### src/rtl/buffer_seq_pkg.sv
// rtl/buffer_seq_pkg.sv - shared state enum, default sizing and slot-index type for buffer_sequencer
package buffer_seq_pkg;

    typedef enum logic [1:0] {
        IDLE  = 2'd0,
        FILL  = 2'd1,
        FULL  = 2'd2,
        DRAIN = 2'd3
    } state_t;

    localparam int SLOTS_DEFAULT       = 10;
    localparam int SLOT_CYCLES_DEFAULT = 4;

    typedef logic [3:0] slot_idx_t;

endpackage

### src/rtl/slot_timer.sv
// rtl/slot_timer.sv - per-slot cycle counter; slot_end marks the last cycle of a slot
module slot_timer #(
    parameter int SLOT_CYCLES = 4
) (
    input  logic clock,
    input  logic reset,
    input  logic clear,
    input  logic enable,
    output logic slot_end
);

    localparam logic [7:0] LAST = 8'(SLOT_CYCLES - 1);

    logic [7:0] count_q;
    logic [7:0] count_d;

    always_comb begin
        count_d = count_q;
        if (clear) begin
            count_d = 8'd0;
        end else if (enable) begin
            count_d = (count_q == LAST) ? 8'd0 : count_q + 8'd1;
        end
    end

    always_ff @(posedge clock) begin
        if (reset) begin
            count_q <= 8'd0;
        end else begin
            count_q <= count_d;
        end
    end

    assign slot_end = (count_q == LAST);

endmodule

### src/rtl/buffer_sequencer.sv
// rtl/buffer_sequencer.sv - fill/drain slot sequencer; BUFFER_SEQUENCER_AUTO_DRAIN_EN makes FULL a one-cycle pass-through
module buffer_sequencer
    import buffer_seq_pkg::*;
#(
    parameter int SLOT_CYCLES = SLOT_CYCLES_DEFAULT,
    parameter int SLOTS       = SLOTS_DEFAULT
) (
    input  logic       clock,
    input  logic       reset,
    input  logic       start,
    input  logic       drain_req,
    input  logic [7:0] sample_in,
    output logic [3:0] percent,
    output logic       emptyBuffer,
    output logic [7:0] sample_out,
    output logic       full,
    output logic       busy,
    output logic       done
);

    localparam slot_idx_t SLOT_LAST = slot_idx_t'(SLOTS - 1);

    state_t    state_q, state_d;
    slot_idx_t percent_q, percent_d;
    logic      empty_q, empty_d;
    logic [7:0] sample_q, sample_d;
    logic      full_q, full_d;
    logic      busy_q, busy_d;
    logic      done_q, done_d;
    logic      slot_end;
    logic      go_drain;

`ifdef BUFFER_SEQUENCER_AUTO_DRAIN_EN
    logic unused_drain_req;
    assign unused_drain_req = drain_req;
    assign go_drain = 1'b1;
`else
    assign go_drain = drain_req;
`endif

    // Timer restarts from zero on every state change so each state begins on a slot boundary.
    slot_timer #(.SLOT_CYCLES(SLOT_CYCLES)) u_slot_timer (
        .clock    (clock),
        .reset    (reset),
        .clear    (state_d != state_q),
        .enable   ((state_q == FILL) || (state_q == DRAIN)),
        .slot_end (slot_end)
    );

    always_comb begin
        state_d   = state_q;
        percent_d = percent_q;
        empty_d   = empty_q;
        sample_d  = sample_q;
        full_d    = full_q;
        busy_d    = busy_q;
        done_d    = 1'b0;
        unique case (state_q)
            IDLE: begin
                if (start) begin
                    state_d   = FILL;
                    percent_d = '0;
                    empty_d   = 1'b0;
                    busy_d    = 1'b1;
                end
            end
            FILL: begin
                sample_d = sample_in;
                if (slot_end) begin
                    if (percent_q == SLOT_LAST) begin
                        state_d = FULL;
                        full_d  = 1'b1;
                    end else begin
                        percent_d = percent_q + slot_idx_t'(1);
                    end
                end
            end
            FULL: begin
                if (go_drain) begin
                    state_d   = DRAIN;
                    percent_d = '0;
                    empty_d   = 1'b1;
                    full_d    = 1'b0;
                end
            end
            DRAIN: begin
                if (slot_end) begin
                    if (percent_q == SLOT_LAST) begin
                        state_d   = IDLE;
                        percent_d = '0;
                        empty_d   = 1'b0;
                        busy_d    = 1'b0;
                        done_d    = 1'b1;
                    end else begin
                        percent_d = percent_q + slot_idx_t'(1);
                    end
                end
            end
            default: state_d = IDLE;
        endcase
    end

    always_ff @(posedge clock) begin
        if (reset) begin
            state_q   <= IDLE;
            percent_q <= '0;
            empty_q   <= 1'b0;
            sample_q  <= 8'd0;
            full_q    <= 1'b0;
            busy_q    <= 1'b0;
            done_q    <= 1'b0;
        end else begin
            state_q   <= state_d;
            percent_q <= percent_d;
            empty_q   <= empty_d;
            sample_q  <= sample_d;
            full_q    <= full_d;
            busy_q    <= busy_d;
            done_q    <= done_d;
        end
    end

    assign percent     = percent_q;
    assign emptyBuffer = empty_q;
    assign sample_out  = sample_q;
    assign full        = full_q;
    assign busy        = busy_q;
    assign done        = done_q;

endmodule

### config.mk
export PLATFORM = sky130hd
export DESIGN_NAME = buffer_sequencer
export DESIGN_NICKNAME = d
export VERILOG_FILES = /design/src/rtl/buffer_seq_pkg.sv /design/src/rtl/slot_timer.sv /design/src/rtl/buffer_sequencer.sv
export SDC_FILE = /design/constraint.sdc
export NUM_CORES = 1
export LEC_CHECK = 0
export BUFFER_PORTS_ARGS = -buffer_cell sky130_fd_sc_hd__buf_2
export CORE_AREA = 8 8 53 60
export DETAILED_ROUTE_END_ITERATION = 10
export DIE_AREA = 0 0 61 68
export GPL_TIMING_DRIVEN = 0
export PLACE_DENSITY = 0.8
export SYNTH_ARGS = -nofsm -noshare
export SYNTH_HDL_FRONTEND = slang
export SYNTH_SLANG_ARGS = --single-unit
### constraint.sdc
create_clock -name clock -period 2.3 [get_ports clock]
set_input_delay 0 -clock clock [delete_from_list [all_inputs] [get_ports clock]]
set_output_delay 0 -clock clock [all_outputs]
set_load 0.005 [all_outputs]
# == Word-level counts from Yosys, hierarchy flattened ==
# Index checks and enable logic that the tools add are counted.
# op_classes
n_addsub,2
eq_ne,13
bitwise,2
n_reduce_logical,11
mux,27
# op_table
cell,count
$mux W4,6
$pmux W4 S4,1
$mux W2,6
$ne A2 B2 Y1 const B,5
$reduce_and A5 Y1,2
$mux W1,9
$add A8 B1 Y8 const B,1
$eq A8 B2 Y1 const B,1
$mux W8,1
$pmux W2 S4,1
$reduce_and A4 Y1,2
$add A4 B1 Y4 const B,1
$eq A2 B2 Y1 const B,2
$eq A4 B4 Y1 const B,1
$ne A2 B1 Y1 const B,2
$pmux W1 S2,2
$reduce_bool A2 Y1,2
$pmux W1 S3,1
$reduce_bool A3 Y1,1
$reduce_or A3 Y1,1
$eq A2 B1 Y1 const B,1
$logic_not A2 Y1,1
$ne A2 B2 Y1,1
$not A1 Y1,2
other kinds (2),2
# totals
output_inout_bits,16
input_bits,12
wordCells,63
ff_bits,26

# == Logic depth before layout (Yosys ltp) ==
# logic_depth
depth_word,6
ltp_mapped,6
depth_no_buf,6

# == By module ==
# A second synthesis with hierarchy kept.
# hier_totals
hier_cells,130
area_unflattened_um2,1216.2
# by_module_without_submodules
module,seq_area_each_um2,cells_per_inst,instances,area_per_inst_um2
buffer_sequencer,360.3,85,1,805.8
slot_timer,160.2,45,1,410.4

# == Worst setup path before layout ==
# No wires, ideal clock.
# synth_timing
kind,flip-flop to flip-flop
startpoint,register u_slot_timer.count_q[0]
endpoint,"register percent_q[2], in the netlist percent[2]"
required_ns,2.234
period_less_slack_ns,1.516
path_slack_ns,0.784
stages_incl_launch_ff,6
arrival_ns,1.450
n_path_buf,0
setup_ns,0.066
cell_sequence,dfxtp_1 > ha_1 > nor4b_4 > o211ai_2 > or3_1 > a21oi_2
# synth_between
elab_chain_len,3
word_cells_on_any_way,4
cone_classes,eq/ne: 3; reduce/logical: 1
# synth_rtl
element,line,text
from (decl),slot_timer.sv:14,logic [7:0] count_q;
from (signal assigned),slot_timer.sv:30,count_q <= count_d;
$eq A8 B2 Y1 (*),slot_timer.sv:34,assign slot_end = (count_q == LAST);
$ne A2 B2 Y1 (no source line),-,
$reduce_and A5 Y1 (no source line) (*),-,
to (signal assigned),buffer_sequencer.sv:114,percent_q <= percent_d;
to (decl),buffer_sequencer.sv:24,"slot_idx_t percent_q, percent_d;"
# Every way passes the cells marked *; elsewhere a longest branch is shown, timed or not.
# A chain may end at the register's enable or synchronous reset.

# == Worst setup path after layout ==
# layout_timing
startpoint,register u_slot_timer.count_q[0]
endpoint,"register percent_q[1], in the netlist percent[1]"
# Same word-level chain as after synthesis.

==> impl.org <==
** Status
- Run status :: finished clean

** Logic synthesis
- In the post-synthesis netlist, the biggest area contributors are dfxtp_1 44%, mux2i_1 6.8%, nor2_1 6.7%, nor4b_4 4.1%, nand2_1 3.9%.
- Most area-hungry cell type in the Yosys netlist :: dfxtp_1
- For this run, the leading register cell type out of synthesis is dfxtp_1.
- The synthesized design contains 0 enable-type register cells.
- Post-Synthesis Net Count :: 140
- Each instance of the synthesized netlist takes up on average 9.36 µm².
- Sequential element share of the synthesized area :: 44.5%
- After synthesis, the netlist uses 36 different library cells.
- Yosys printed 0 warnings.
- Counting flops with an async set or reset pin after synthesis yields a share of 0%.
- Number of instances in the synthesized netlist :: 125
- Counting instances in the post-synthesis netlist gives the leading cell types as 26 x dfxtp_1, 21 x nor2_1, 12 x nand2_1, 8 x mux2i_1, 7 x a21oi_1.
- Netlist area before placement :: 1170 µm²
- The top cell type by area accounts for 44.5% of the synthesized area.
- The most common cell in the synthesized netlist is dfxtp_1.
- After synthesis the netlist holds a flip-flop and latch count of 26.

** Die
- The region available for standard cell placement spans 2310 µm².
- Row count :: 19
- Die extent in y :: 68 µm
- Die Outline Area :: 4150 µm²
- Initial standard-cell utilization of the core :: 50.7%
- The floorplan step set the die width to 61 µm.
- I/O Pins :: 28

** Route
- Number of iterations in the first detailed-routing pass :: 4
- After detailed routing, the number of remaining DRC violations is 0.
- Drt wl/cell :: 14.3 µm
- Total wire length after detailed routing :: 2.78 mm
- DR vias :: 1,005
- Residual antenna-violating net count after detailed routing :: 0
- After detailed routing, the number of vias per cell comes to 5.18.
- 1st-iter DRT viols :: 27

** Placement
- RePlAce Congestion :: 0.767
- OpenSTA, run right after detailed placement, puts the worst setup slack at 0.533 ns.
- The wire-length estimate of the detail-placed layout is 1.85 mm.
- Buffers placed on the I/O ports in this run total 26.

** Cells and area
- Filler cell count in the final layout :: 205
- Post-layout net count :: 180
- Once layout is complete, the utilization of the core stands at 62.9%.
- Inserted Diodes :: 0
- Proportion of layout cells with a drive suffix above 1 :: 25.8%
- The area growth from synthesis to layout is 24.1%.

** Critical path
- Largest fanout on the critical path :: 5
- Reg2Reg Depth :: 5
- For flop-to-flop paths, the worst setup slack is 0.50 ns.
- Worst setup EP type :: register
- At the worst endpoint, the arrival time is 2.01 ns.
- Critical Path Source :: u_slot_timer.count_q[0]
- In this run the critical register-to-register path is captured at percent[1].
- Slowest cell on the critical path :: o31ai_2
- The worst setup path is of the reg2reg kind.
- In this design, the stage delay of the slowest critical-path cell is 0.43 ns.
- Worst endpoint required time :: 2.51 ns
- The worst register-to-register path begins at u_slot_timer.count_q[0].
- Startpoint class of the critical path :: register
- The signal on the critical path passes through ha_1 > nor4b_4 > nand2_1 > o31ai_2 > a21oi_1.

** Power and ir drop
- Total power for the finished layout comes to 0.000757 W.
- Max IR drop VDD :: 614 µV
- Areal power density over the cells :: 522 nW/µm²
- The analysis attributes to cell leakage a power of 0.592 nW.

** STA
- Time the worst path needs with I/O delays and setup :: 1.80 ns
- The number of pins exceeding their max-slew limit in the final report was 0.
- Clock skew on the completed layout was measured at 0.00183 ns.
- Normalized max-slew margin :: 63.8%
- RSZ-0062 raised after global routing :: false
- Setup violations remaining at the end of the flow were counted as 0.
- Fin. Hold Viols :: 0
- Post-route worst setup slack :: 0.503 ns
- Worst-margin pin slew :: 0.543 ns
- Total Neg Setup Slack :: 0 ns
- Post-route worst hold slack :: 0.0374 ns
- Max Fclk :: 557 MHz
- After layout, the worst path uses 78.1% of the clock period.

** Clock tree
- The clock passes through at most 2 buffers.
- Number of gates resized after CTS :: 0
- The clock net in this run drives a total of 26 sinks.
- Number of buffers inserted by post-CTS setup repair :: 0
- After clock tree synthesis, the clock-pin slew on the worst setup and hold paths is 0.13 ns.
- TritonCTS created 3 clock buffers.
- After clock tree synthesis, the flow added hold-fix buffers numbering 9.
- Clock latency on the worst-skew pair :: 0.32 ns
- H-Tree Level Count :: 1
- Clock tree synthesis selected as its root buffer the cell clkbuf_4.
- TritonCTS built the clock tree.

** Min path
- Cells on Worst Hold Path :: 2
- Hold WC Path Type :: in2reg
- Worst min-delay path startpoint :: reset
- For hold timing, the worst endpoint is full.

** GRT
- All-layer global routing usage :: 15.0%
- Wire length of the first global-routing pass :: 4.66 mm
- Summed over all layers, the global routing overflow is 0.
- Number of global-route vias before repair :: 1,039
- Number of antenna violations at the first check in global routing :: 0
- Pin count of the biggest net entering global routing :: 14

** Job
- Across the run, the number of max-cap violations was 0.
## placed cells by master (no fill, tap or decap), types with 2 or more instances in the layout
cell type      Yosys  routed
a21oi_1            7       7
buf_2              1      27
clkbuf_4           0       3
dfxtp_1           26      26
dlygate4sd3_1      0       9
ha_1               3       3
inv_1              2       2
mux2i_1            8       8
nand2_1           12      12
nand3_1            3       3
nand3b_1           2       2
nand4_1            3       3
nor2_1            21      21
nor3_1             5       5
nor4b_4            2       2
o21ai_0            2       2
or3_1              2       2
xnor2_1            4       4
xor2_1             3       3
## power by group
group	internal (W)	switching, W	leakage [nW]	total [W]
Combinational	0.0000469	0.0000479	0.367	0.0000948
Clock	0.0000615	0.000129	0.0138	0.000191
Sequential	0.000464	0.00000756	0.212	0.000472
## how the worst max path moves through the flow
| stage | end |
|---|---|
| floorplan | percent[2] |
| global placement | percent[3] |
| CTS | percent[1] |
| global route | percent[1] |
| detailed placement | percent[3] |
| finish | percent[1] |
## registers in the layout (all words and copies together) (netlist names)
| signal | count |
|---|---|
| full | 1 |
| done | 1 |
| emptyBuffer | 1 |
| u_slot_timer.count_q | 8 |
| state_q | 2 |
| sample_out | 8 |
| busy | 1 |
| percent | 4 |
## critical path, delay by kind of cell, from the launching register on
| kind | cells | cell delay [ns] |
|---|---|---|
| simple gates | 2 | 0.53 |
| compound gates | 2 | 0.51 |
| flops | 1 | 0.41 |
| fa+ha+maj | 1 | 0.24 |
## area by class of cell
type                            instances  area (µm²)  area share [%]
Clock buffer                            3        22.5            1.55
Buffer                                  4        20.0            1.38
Inverter                                3        11.3           0.776
Multi-Input combinational cell         92         618            42.6
Sequential cell                        26         520            35.9
Timing Repair Buffer                   35         220            15.2
Tap cell                               31        38.8            2.67
## through the flow
stage,instances,area (µm²)
2_1_floorplan,125,1170
3_3_place_gp,182,1340
3_5_place_dp,182,1340
4_1_cts,194,1450
5_1_grt,194,1450
6_report,194,1450
## layer usage
layer  wire (µm)  global-route usage, %
met3          78                   3.20
met4          44                   6.12
met5           0                      0
met1        1110                   15.9
met2        1550                   27.6
## cell families (layout without fill, tap and decap cells)
kind of cell | after synthesis | in the layout | synth area share, %
mux | 10 | 10 | 9.09
compound gates | 16 | 16 | 9.63
fa+ha+maj | 3 | 3 | 3.21
flops | 26 | 26 | 44.5
buf+inv | 7 | 45 | 2.67
simple gates | 56 | 56 | 25.7
xor+xnor | 7 | 7 | 5.24
Note: power is estimated with default switching activity, not from simulation.
